===== config.mk =====
export PLATFORM = sky130hd
export DESIGN_NAME = decode_pipe_stage
export DESIGN_NICKNAME = d
export VERILOG_FILES = /design/src/rtl/decode_pkg.sv /design/src/rtl/decode_pipe_stage_regfile_bypass.sv /design/src/rtl/decode_pipe_stage.sv
export SDC_FILE = /design/constraint.sdc
export NUM_CORES = 2
export LEC_CHECK = 0
export CORE_MARGIN = 1.5
export CORE_UTILIZATION = 50
export DETAILED_ROUTE_END_ITERATION = 6
export GPL_ROUTABILITY_DRIVEN = 0
export GPL_TIMING_DRIVEN = 1
export PLACE_DENSITY = 0.79
export SYNTH_ARGS = -nofsm -noshare
export SYNTH_HDL_FRONTEND = slang
export SYNTH_SLANG_ARGS = --single-unit

===== constraint.sdc =====
create_clock -name clk -period 4.8 [get_ports clk]
set_clock_uncertainty 0.1 [all_clocks]
set_input_delay 0.96 -clock clk [delete_from_list [all_inputs] [get_ports clk]]
set_output_delay 0.96 -clock clk [all_outputs]
set_load 0.02 [all_outputs]

===== src/rtl/decode_pkg.sv =====
// Shared definitions for the decode pipeline stage: opcodes, immediate formats,
// ALU control codes and the ID/EX control record.
package decode_pkg;

    // RV32I/RV64I base opcodes handled by decode
    localparam logic [6:0] OP_LOAD   = 7'b0000011;
    localparam logic [6:0] OP_STORE  = 7'b0100011;
    localparam logic [6:0] OP_BRANCH = 7'b1100011;
    localparam logic [6:0] OP_JAL    = 7'b1101111;
    localparam logic [6:0] OP_JALR   = 7'b1100111;
    localparam logic [6:0] OP_LUI    = 7'b0110111;
    localparam logic [6:0] OP_AUIPC  = 7'b0010111;
    localparam logic [6:0] OP_OP     = 7'b0110011;
    localparam logic [6:0] OP_OPIMM  = 7'b0010011;

    // Immediate formats; ImmNone yields zero for formats without an immediate
    typedef enum logic [2:0] {
        ImmNone,
        ImmI,
        ImmS,
        ImmB,
        ImmU,
        ImmJ
    } imm_src_e;

    // Write-back result selection
    localparam logic [1:0] RESULT_SRC_ALU  = 2'b00;
    localparam logic [1:0] RESULT_SRC_LOAD = 2'b01;
    localparam logic [1:0] RESULT_SRC_PC4  = 2'b10;

    // ALU control codes
    localparam logic [4:0] ALU_ADD  = 5'd0;
    localparam logic [4:0] ALU_SUB  = 5'd1;
    localparam logic [4:0] ALU_SLL  = 5'd2;
    localparam logic [4:0] ALU_SLT  = 5'd3;
    localparam logic [4:0] ALU_SLTU = 5'd4;
    localparam logic [4:0] ALU_XOR  = 5'd5;
    localparam logic [4:0] ALU_SRL  = 5'd6;
    localparam logic [4:0] ALU_SRA  = 5'd7;
    localparam logic [4:0] ALU_OR   = 5'd8;
    localparam logic [4:0] ALU_AND  = 5'd9;
    localparam logic [4:0] ALU_LUI  = 5'd10;

    // Control half of the ID/EX register; all-zero is a bubble
    typedef struct packed {
        logic       valid;
        logic       uipc_add;
        logic       jump_r;
        logic       jump;
        logic       branch;
        logic       reg_write;
        logic       mem_write;
        logic       alu_src;
        logic [1:0] result_src;
        logic [4:0] alu_ctrl;
    } idex_t;

    localparam idex_t IDEX_BUBBLE = '0;

    // Assemble a 32-bit sign-extended immediate from instr[31:7]
    function automatic logic [31:0] imm_ext32(input logic [31:7] ins, input imm_src_e src);
        logic [31:0] imm;
        case (src)
            ImmI:    imm = {{20{ins[31]}}, ins[31:20]};
            ImmS:    imm = {{20{ins[31]}}, ins[31:25], ins[11:7]};
            ImmB:    imm = {{19{ins[31]}}, ins[31], ins[7], ins[30:25], ins[11:8], 1'b0};
            ImmU:    imm = {ins[31:12], 12'b0};
            ImmJ:    imm = {{11{ins[31]}}, ins[31], ins[19:12], ins[20], ins[30:21], 1'b0};
            default: imm = '0;
        endcase
        return imm;
    endfunction

    // funct3/funct7 to ALU control; SUB only exists for register-register ops
    function automatic logic [4:0] alu_decode(input logic [2:0] f3, input logic f7_5,
                                              input logic is_op);
        logic [4:0] ctrl;
        case (f3)
            3'b000:  ctrl = (is_op && f7_5) ? ALU_SUB : ALU_ADD;
            3'b001:  ctrl = ALU_SLL;
            3'b010:  ctrl = ALU_SLT;
            3'b011:  ctrl = ALU_SLTU;
            3'b100:  ctrl = ALU_XOR;
            3'b101:  ctrl = f7_5 ? ALU_SRA : ALU_SRL;
            3'b110:  ctrl = ALU_OR;
            default: ctrl = ALU_AND;
        endcase
        return ctrl;
    endfunction

endpackage


===== src/rtl/decode_pipe_stage_regfile_bypass.sv =====
// Register file with two read ports, one write port and write-through bypass.
// x0 and indices at or above NREGS read as zero; writes to them are dropped.
module regfile_bypass #(
    parameter int unsigned XLEN  = 32,
    parameter int unsigned NREGS = 32,
    localparam int unsigned RW   = $clog2(NREGS)
) (
    input  logic            clk,
    input  logic            reset,
    input  logic [4:0]      raddr1_i,
    input  logic [4:0]      raddr2_i,
    output logic [XLEN-1:0] rdata1_o,
    output logic [XLEN-1:0] rdata2_o,
    input  logic            we_i,
    input  logic [RW-1:0]   waddr_i,
    input  logic [XLEN-1:0] wdata_i
);

    logic [XLEN-1:0] mem_q [NREGS];
    logic            wr_en;

    assign wr_en = we_i && (waddr_i != '0) && (32'(waddr_i) < NREGS);

    // Storage: cleared on reset, written on the rising edge
    always_ff @(posedge clk or negedge reset) begin
        if (!reset) begin
            mem_q <= '{default: '0};
        end else if (wr_en) begin
            mem_q[waddr_i] <= wdata_i;
        end
    end

    // Read ports: a same-cycle write to the same register is forwarded
    always_comb begin
        rdata1_o = '0;
        rdata2_o = '0;
        if ((raddr1_i != 5'd0) && (32'(raddr1_i) < NREGS)) begin
            if (wr_en && (5'(waddr_i) == raddr1_i)) rdata1_o = wdata_i;
            else                                    rdata1_o = mem_q[raddr1_i[RW-1:0]];
        end
        if ((raddr2_i != 5'd0) && (32'(raddr2_i) < NREGS)) begin
            if (wr_en && (5'(waddr_i) == raddr2_i)) rdata2_o = wdata_i;
            else                                    rdata2_o = mem_q[raddr2_i[RW-1:0]];
        end
    end

endmodule


===== src/rtl/decode_pipe_stage.sv =====
// Decode stage: instruction decode, register read with write-back bypass,
// load-use hazard detection and an owned ID/EX register (stall/bubble/flush).
// Optional macro DECODE_PERF_CNT_EN adds saturating stall_cnt/flush_cnt outputs.
module decode_pipe_stage
    import decode_pkg::*;
#(
    parameter int unsigned XLEN  = 32,
    parameter int unsigned NREGS = 32,
    parameter int unsigned CNT_W = 16,
    localparam int unsigned RW   = $clog2(NREGS)
) (
    input  logic             clk,
    input  logic             reset,
`ifdef DECODE_PERF_CNT_EN
    output logic [CNT_W-1:0] stall_cnt,
    output logic [CNT_W-1:0] flush_cnt,
`endif
    input  logic             valid_d,
    input  logic [31:0]      instr_d,
    input  logic [XLEN-1:0]  pc_now_d,
    input  logic [XLEN-1:0]  pc_plus4_d,
    input  logic             reg_write_w,
    input  logic [RW-1:0]    rd_w,
    input  logic [XLEN-1:0]  result_w,
    input  logic             hold_e,
    input  logic             flush_e,
    output logic             stall_d,
    output logic             valid_e,
    output logic             uipc_add_e,
    output logic             jump_r_e,
    output logic             jump_e,
    output logic             branch_e,
    output logic             reg_write_e,
    output logic             mem_write_e,
    output logic             alu_src_e,
    output logic [1:0]       result_src_e,
    output logic [4:0]       alu_ctrl_e,
    output logic [XLEN-1:0]  read_data1_e,
    output logic [XLEN-1:0]  read_data2_e,
    output logic [XLEN-1:0]  imm_ext_e,
    output logic [XLEN-1:0]  pc_now_e,
    output logic [XLEN-1:0]  pc_plus4_e,
    output logic [RW-1:0]    rs1_e,
    output logic [RW-1:0]    rs2_e,
    output logic [RW-1:0]    rd_e
);

    logic [6:0]      opcode;
    logic [RW-1:0]   rs1_idx, rs2_idx, rd_idx;
    idex_t           ctrl_dec;
    imm_src_e        imm_src;
    logic [XLEN-1:0] imm_dec, rdata1, rdata2;
    logic            hz, bubble, capture;

    idex_t           ctrl_q, ctrl_d;
    logic [XLEN-1:0] rd1_q, rd1_d, rd2_q, rd2_d, imm_q, imm_d;
    logic [XLEN-1:0] pc_q, pc_d, pc4_q, pc4_d;
    logic [RW-1:0]   rs1_q, rs1_d, rs2_q, rs2_d, rd_q, rd_d;

    assign opcode  = instr_d[6:0];
    assign rs1_idx = instr_d[15 +: RW];
    assign rs2_idx = instr_d[20 +: RW];
    assign rd_idx  = instr_d[7 +: RW];

    regfile_bypass #(
        .XLEN  (XLEN),
        .NREGS (NREGS)
    ) u_regfile (
        .clk      (clk),
        .reset    (reset),
        .raddr1_i (instr_d[19:15]),
        .raddr2_i (instr_d[24:20]),
        .rdata1_o (rdata1),
        .rdata2_o (rdata2),
        .we_i     (reg_write_w),
        .waddr_i  (rd_w),
        .wdata_i  (result_w)
    );

    // Control decode from opcode/funct fields
    always_comb begin
        ctrl_dec       = IDEX_BUBBLE;
        ctrl_dec.valid = valid_d;
        imm_src        = ImmNone;
        case (opcode)
            OP_LOAD: begin
                ctrl_dec.reg_write  = 1'b1;
                ctrl_dec.alu_src    = 1'b1;
                ctrl_dec.result_src = RESULT_SRC_LOAD;
                imm_src             = ImmI;
            end
            OP_STORE: begin
                ctrl_dec.mem_write = 1'b1;
                ctrl_dec.alu_src   = 1'b1;
                imm_src            = ImmS;
            end
            OP_BRANCH: begin
                ctrl_dec.branch   = 1'b1;
                ctrl_dec.alu_ctrl = ALU_SUB;
                imm_src           = ImmB;
            end
            OP_JAL: begin
                ctrl_dec.jump       = 1'b1;
                ctrl_dec.reg_write  = 1'b1;
                ctrl_dec.result_src = RESULT_SRC_PC4;
                imm_src             = ImmJ;
            end
            OP_JALR: begin
                ctrl_dec.jump_r     = 1'b1;
                ctrl_dec.reg_write  = 1'b1;
                ctrl_dec.alu_src    = 1'b1;
                ctrl_dec.result_src = RESULT_SRC_PC4;
                imm_src             = ImmI;
            end
            OP_LUI: begin
                ctrl_dec.reg_write = 1'b1;
                ctrl_dec.alu_src   = 1'b1;
                ctrl_dec.alu_ctrl  = ALU_LUI;
                imm_src            = ImmU;
            end
            OP_AUIPC: begin
                ctrl_dec.uipc_add  = 1'b1;
                ctrl_dec.reg_write = 1'b1;
                ctrl_dec.alu_src   = 1'b1;
                imm_src            = ImmU;
            end
            OP_OP: begin
                ctrl_dec.reg_write = 1'b1;
                ctrl_dec.alu_ctrl  = alu_decode(instr_d[14:12], instr_d[30], 1'b1);
            end
            OP_OPIMM: begin
                ctrl_dec.reg_write = 1'b1;
                ctrl_dec.alu_src   = 1'b1;
                ctrl_dec.alu_ctrl  = alu_decode(instr_d[14:12], instr_d[30], 1'b0);
                imm_src            = ImmI;
            end
            default: ;
        endcase
    end

    assign imm_dec = XLEN'($signed(imm_ext32(instr_d[31:7], imm_src)));

    // Load-use hazard and stall/bubble priority: flush > hold > hazard > capture
    always_comb begin
        // rs2 is compared even when the format has no rs2 (conservative)
        hz = ctrl_q.valid && ctrl_q.reg_write && (ctrl_q.result_src == RESULT_SRC_LOAD) &&
             (rd_q != '0) && ((rd_q == rs1_idx) || (rd_q == rs2_idx)) && valid_d;
        stall_d = reset && !flush_e && (hold_e || hz);
        bubble  = flush_e || (!hold_e && (hz || !valid_d));
        capture = !flush_e && !hold_e && !hz && valid_d;
    end

    // ID/EX next state: bubble, capture or hold
    always_comb begin
        ctrl_d = ctrl_q;
        rd1_d  = rd1_q;
        rd2_d  = rd2_q;
        imm_d  = imm_q;
        pc_d   = pc_q;
        pc4_d  = pc4_q;
        rs1_d  = rs1_q;
        rs2_d  = rs2_q;
        rd_d   = rd_q;
        if (bubble) begin
            ctrl_d = IDEX_BUBBLE;
            rd1_d  = '0;
            rd2_d  = '0;
            imm_d  = '0;
            pc_d   = '0;
            pc4_d  = '0;
            rs1_d  = '0;
            rs2_d  = '0;
            rd_d   = '0;
        end else if (capture) begin
            ctrl_d = ctrl_dec;
            rd1_d  = rdata1;
            rd2_d  = rdata2;
            imm_d  = imm_dec;
            pc_d   = pc_now_d;
            pc4_d  = pc_plus4_d;
            rs1_d  = rs1_idx;
            rs2_d  = rs2_idx;
            rd_d   = rd_idx;
        end
    end

    // ID/EX pipeline register
    always_ff @(posedge clk or negedge reset) begin
        if (!reset) begin
            ctrl_q <= IDEX_BUBBLE;
            rd1_q  <= '0;
            rd2_q  <= '0;
            imm_q  <= '0;
            pc_q   <= '0;
            pc4_q  <= '0;
            rs1_q  <= '0;
            rs2_q  <= '0;
            rd_q   <= '0;
        end else begin
            ctrl_q <= ctrl_d;
            rd1_q  <= rd1_d;
            rd2_q  <= rd2_d;
            imm_q  <= imm_d;
            pc_q   <= pc_d;
            pc4_q  <= pc4_d;
            rs1_q  <= rs1_d;
            rs2_q  <= rs2_d;
            rd_q   <= rd_d;
        end
    end

    assign valid_e      = ctrl_q.valid;
    assign uipc_add_e   = ctrl_q.uipc_add;
    assign jump_r_e     = ctrl_q.jump_r;
    assign jump_e       = ctrl_q.jump;
    assign branch_e     = ctrl_q.branch;
    assign reg_write_e  = ctrl_q.reg_write;
    assign mem_write_e  = ctrl_q.mem_write;
    assign alu_src_e    = ctrl_q.alu_src;
    assign result_src_e = ctrl_q.result_src;
    assign alu_ctrl_e   = ctrl_q.alu_ctrl;
    assign read_data1_e = rd1_q;
    assign read_data2_e = rd2_q;
    assign imm_ext_e    = imm_q;
    assign pc_now_e     = pc_q;
    assign pc_plus4_e   = pc4_q;
    assign rs1_e        = rs1_q;
    assign rs2_e        = rs2_q;
    assign rd_e         = rd_q;

`ifdef DECODE_PERF_CNT_EN
    logic [CNT_W-1:0] stall_cnt_q, flush_cnt_q;

    // Saturating event counters
    always_ff @(posedge clk or negedge reset) begin
        if (!reset) begin
            stall_cnt_q <= '0;
            flush_cnt_q <= '0;
        end else begin
            if (hz && !flush_e && !hold_e && (stall_cnt_q != '1)) begin
                stall_cnt_q <= stall_cnt_q + CNT_W'(1);
            end
            if (flush_e && (flush_cnt_q != '1)) begin
                flush_cnt_q <= flush_cnt_q + CNT_W'(1);
            end
        end
    end

    assign stall_cnt = stall_cnt_q;
    assign flush_cnt = flush_cnt_q;
`else
    logic unused_cnt_w;
    assign unused_cnt_w = ^CNT_W;
`endif

endmodule


==> results.json <==
{
  "multi_input_area_um2": 30600,
  "core_area_um2": 125000,
  "cap_viol_max_count": 0,
  "synth_top_area_share_pct": 48.1,
  "critical_path.max_stage_delay_ps": 580,
  "synth_edf_count": 0,
  "drtIter0Drc": 5162,
  "seq_area_frac_synth_pct": 48.1,
  "clk_latency_ps": 760,
  "ys_ff_latch": 1213,
  "drt-total-wl_um": 204000,
  "top_usage_layer": "met2",
  "grt_pass1_wl_um": 302000,
  "timing.rr.start": "rd_e[2]$_DFFE_PN0P_",
  "antenna_found_initial": 4,
  "vias": 45800,
  "arrival_ps": 3010,
  "wl_per_cell_um": 30.6,
  "start_kind": "flip-flop",
  "ctsHoldBuffers": 0,
  "io_pins": 330,
  "avgViaCountPerCell": 6.88,
  "hold_viol_final": 0,
  "postSynthCellCount": 4831,
  "ant_nets": 0,
  "synthArstFlopShare_pct": 100,
  "setup_slack_ps": 735,
  "first_pass_iters": 6,
  "peakVddDrop_uv": 346,
  "cts-buffers-inserted": 120,
  "period_minus_slack_ps": 4070,
  "status": "completed",
  "fmax_mhz": 246,
  "setup_violations": 0,
  "post-cts-setup-buffer-count": 0,
  "clkTransAtPathRegs_ps": 60,
  "worst_slew_pin_slew_ps": 1280,
  "fill_cells": 9721,
  "synth_area_um2": 63100,
  "fp.dieW_um": 358,
  "reg2reg_slack_ps": 2110,
  "place_ws_ps": 626,
  "cp-end-kind": "primary output",
  "synth_warnings": 0,
  "path_cells": "or4_1 -> o21ai_2 -> o31ai_1 -> and3b_1 -> clkdlybuf4s50_1",
  "fin_setup_tns_ps": 0,
  "p_per_area_nw_per_um2": 401,
  "yosys-top-cells-area": "dfrtp_1 48%, mux2_2 27%, mux4_2 7.1%",
  "cts.sinks": 1213,
  "port_buffers": 328,
  "final_core_util_pct": 57.7,
  "clk_path_buf_depth": 3,
  "worst_hold_path_type": "input pin to asynchronous set/reset pin",
  "grt.total_usage_pct": 31.5,
  "p_leak_nw": 31.6,
  "worstReg2RegEnd": "imm_ext_e[7]$_DFFE_PN0P_",
  "regArea_um2": 30400,
  "die_h_um": 358,
  "overflow": 0,
  "met1_usage_pct": 41.4,
  "hpwl_um": 123000,
  "cts-root-buf": "clkbuf_16",
  "syn_to_final_growth_pct": 14.7,
  "rows": 130,
  "met2_usage_pct": 47.9,
  "dieArea_um2": 128000,
  "crit_type": "flip-flop to primary output",
  "avgSynthCellArea_um2": 13.1,
  "slew_violations": 0,
  "rsz0062_at_grt": "false",
  "syn_nets": 4970,
  "num-nets-final": 5043,
  "r2r_cells": 5,
  "drive_gt1_share_pct": 42.5,
  "ctsResizeCount": 0,
  "cp_slowest_cell": "or4_1",
  "finalCritPeriodShare_pct": 84.7,
  "synth_ff_type": "dfrtp_1",
  "htreeDepth": 3,
  "critPathRequiredTime_ps": 3740,
  "grt_start_max_net_pins": 158,
  "crit_fanout": 7,
  "start_util_pct": 50.3,
  "grt_pass1_vias": 46400,
  "grt_use_met3_pct": 7.60,
  "holdWs_ps": 28.4,
  "drc_errors": 0,
  "cts_tree": "built",
  "synth_cell_type_count": 59,
  "yosys.area.top_type": "dfrtp_1",
  "worst_slew_margin_rel_pct": 14.3
}
power by group:
part,internal (mW),switching [mW],total [mW]
logic,3.19,2.36,5.55
registers,11.9,1.28,13.2
clock network,6.02,4.23,10.3
final cells by class:
class	instances	share of cell area, %
diodes	1	0.00346
clock buffers	182	5.03
clock inverters	44	0.912
inverters	7	0.0363
multi-input cells	3080	42.4
flip-flops and latches	1213	42.0
well taps	1650	2.85
repair buffers	482	6.84
flip-flops by register name, indices dropped and copies added, names as in the netlist, 2 cells and up:
| register | count |
|---|---|
| pc_plus4_e | 32 |
| imm_ext_e | 32 |
| rs2_e | 5 |
| result_src_e | 2 |
| read_data1_e | 32 |
| pc_now_e | 32 |
| alu_ctrl_e | 4 |
| rd_e | 5 |
| u_regfile.mem_q | 1024 |
| rs1_e | 5 |
| read_data2_e | 32 |
cells by family (layout without fill, tap and decap cells):
| family | Yosys count | after routing | share of synthesized area [%] |
|---|---|---|---|
| AOI/OAI and AO/OA | 731 | 731 | 8.06 |
| DFF | 1213 | 1213 | 48.1 |
| other | 1 | 2 | 0.00595 |
| xor gates and xnor gates | 20 | 20 | 0.278 |
| muxes | 1831 | 1831 | 36.0 |
| and+or+nand+nor | 497 | 497 | 3.82 |
| buffers and inverters | 538 | 715 | 3.71 |
synth_stat cells (all sizes together) (67+ instances only):
| library cell | count |
|---|---|
| mux2 | 1490 |
| dfrtp | 1213 |
| clkbuf | 309 |
| o22ai | 249 |
| buf | 222 |
| mux4 | 200 |
| o21ai | 162 |
| a22o | 142 |
| mux2i | 141 |
| nor3 | 135 |
| nand2 | 126 |
| nor2 | 102 |
| a22oi | 67 |
layer usage:
layer	part of all wire, %	wire length [µm]
met4	6.1	12500
met5	0.013	27
met1	38	77200
met2	46	92800
met3	10	21200
worst max-delay path: cells and delay by family (launching register included):
| family | cells | cell delay, ps |
|---|---|---|
| and+or+nand+nor | 2 | 800 |
| buffers and inverters | 1 | 540 |
| DFF | 1 | 460 |
| AOI/OAI and AO/OA | 2 | 450 |
worst max path at each step:
stage / slack, ps / startpoint / to
2_1_floorplan: 1620 / instr_d[17] / stall_d
3_3_place_gp: 710 / instr_d[19] / stall_d
3_5_place_dp: 630 / rd_w[3] / read_data2_e[11]$_DFFE_PN0P_
4_1_cts: 710 / rd_e[2]$_DFFE_PN0P_ / stall_d
5_1_grt: 590 / rd_e[2]$_DFFE_PN0P_ / stall_d
6_report: 730 / rd_e[2]$_DFFE_PN0P_ / stall_d
stage by stage:
stage | cell area, µm² | power, mW | instances
final | 72300 | 29.0 | 6659
after global routing | 72300 | 30.0 | 6659
after CTS | 72300 | 29.0 | 6658
after detailed placement | 68000 | 18.8 | 6432
after global placement | 68000 | 18.4 | 6432
after floorplan | 63100 | 17.0 | 4831
placed cells by master (no fill, tap or decap), types with 19 or more instances in the layout:
cell	instances
o21ai_0	159
mux2i_1	141
a22o_1	142
nor2_1	87
mux2_2	1488
clkbuf_1	23
clkdlybuf4s50_1	321
buf_4	117
dfrtp_1	1213
o22ai_1	249
clkbuf_16	121
o41ai_1	58
nand2_1	109
clkinv_2	19
nor3_1	133
nor4_1	63
xor2_1	20
clkbuf_8	38
a22oi_1	66
mux4_2	200
buf_12	40
Power figures use the tool's default switching activity.
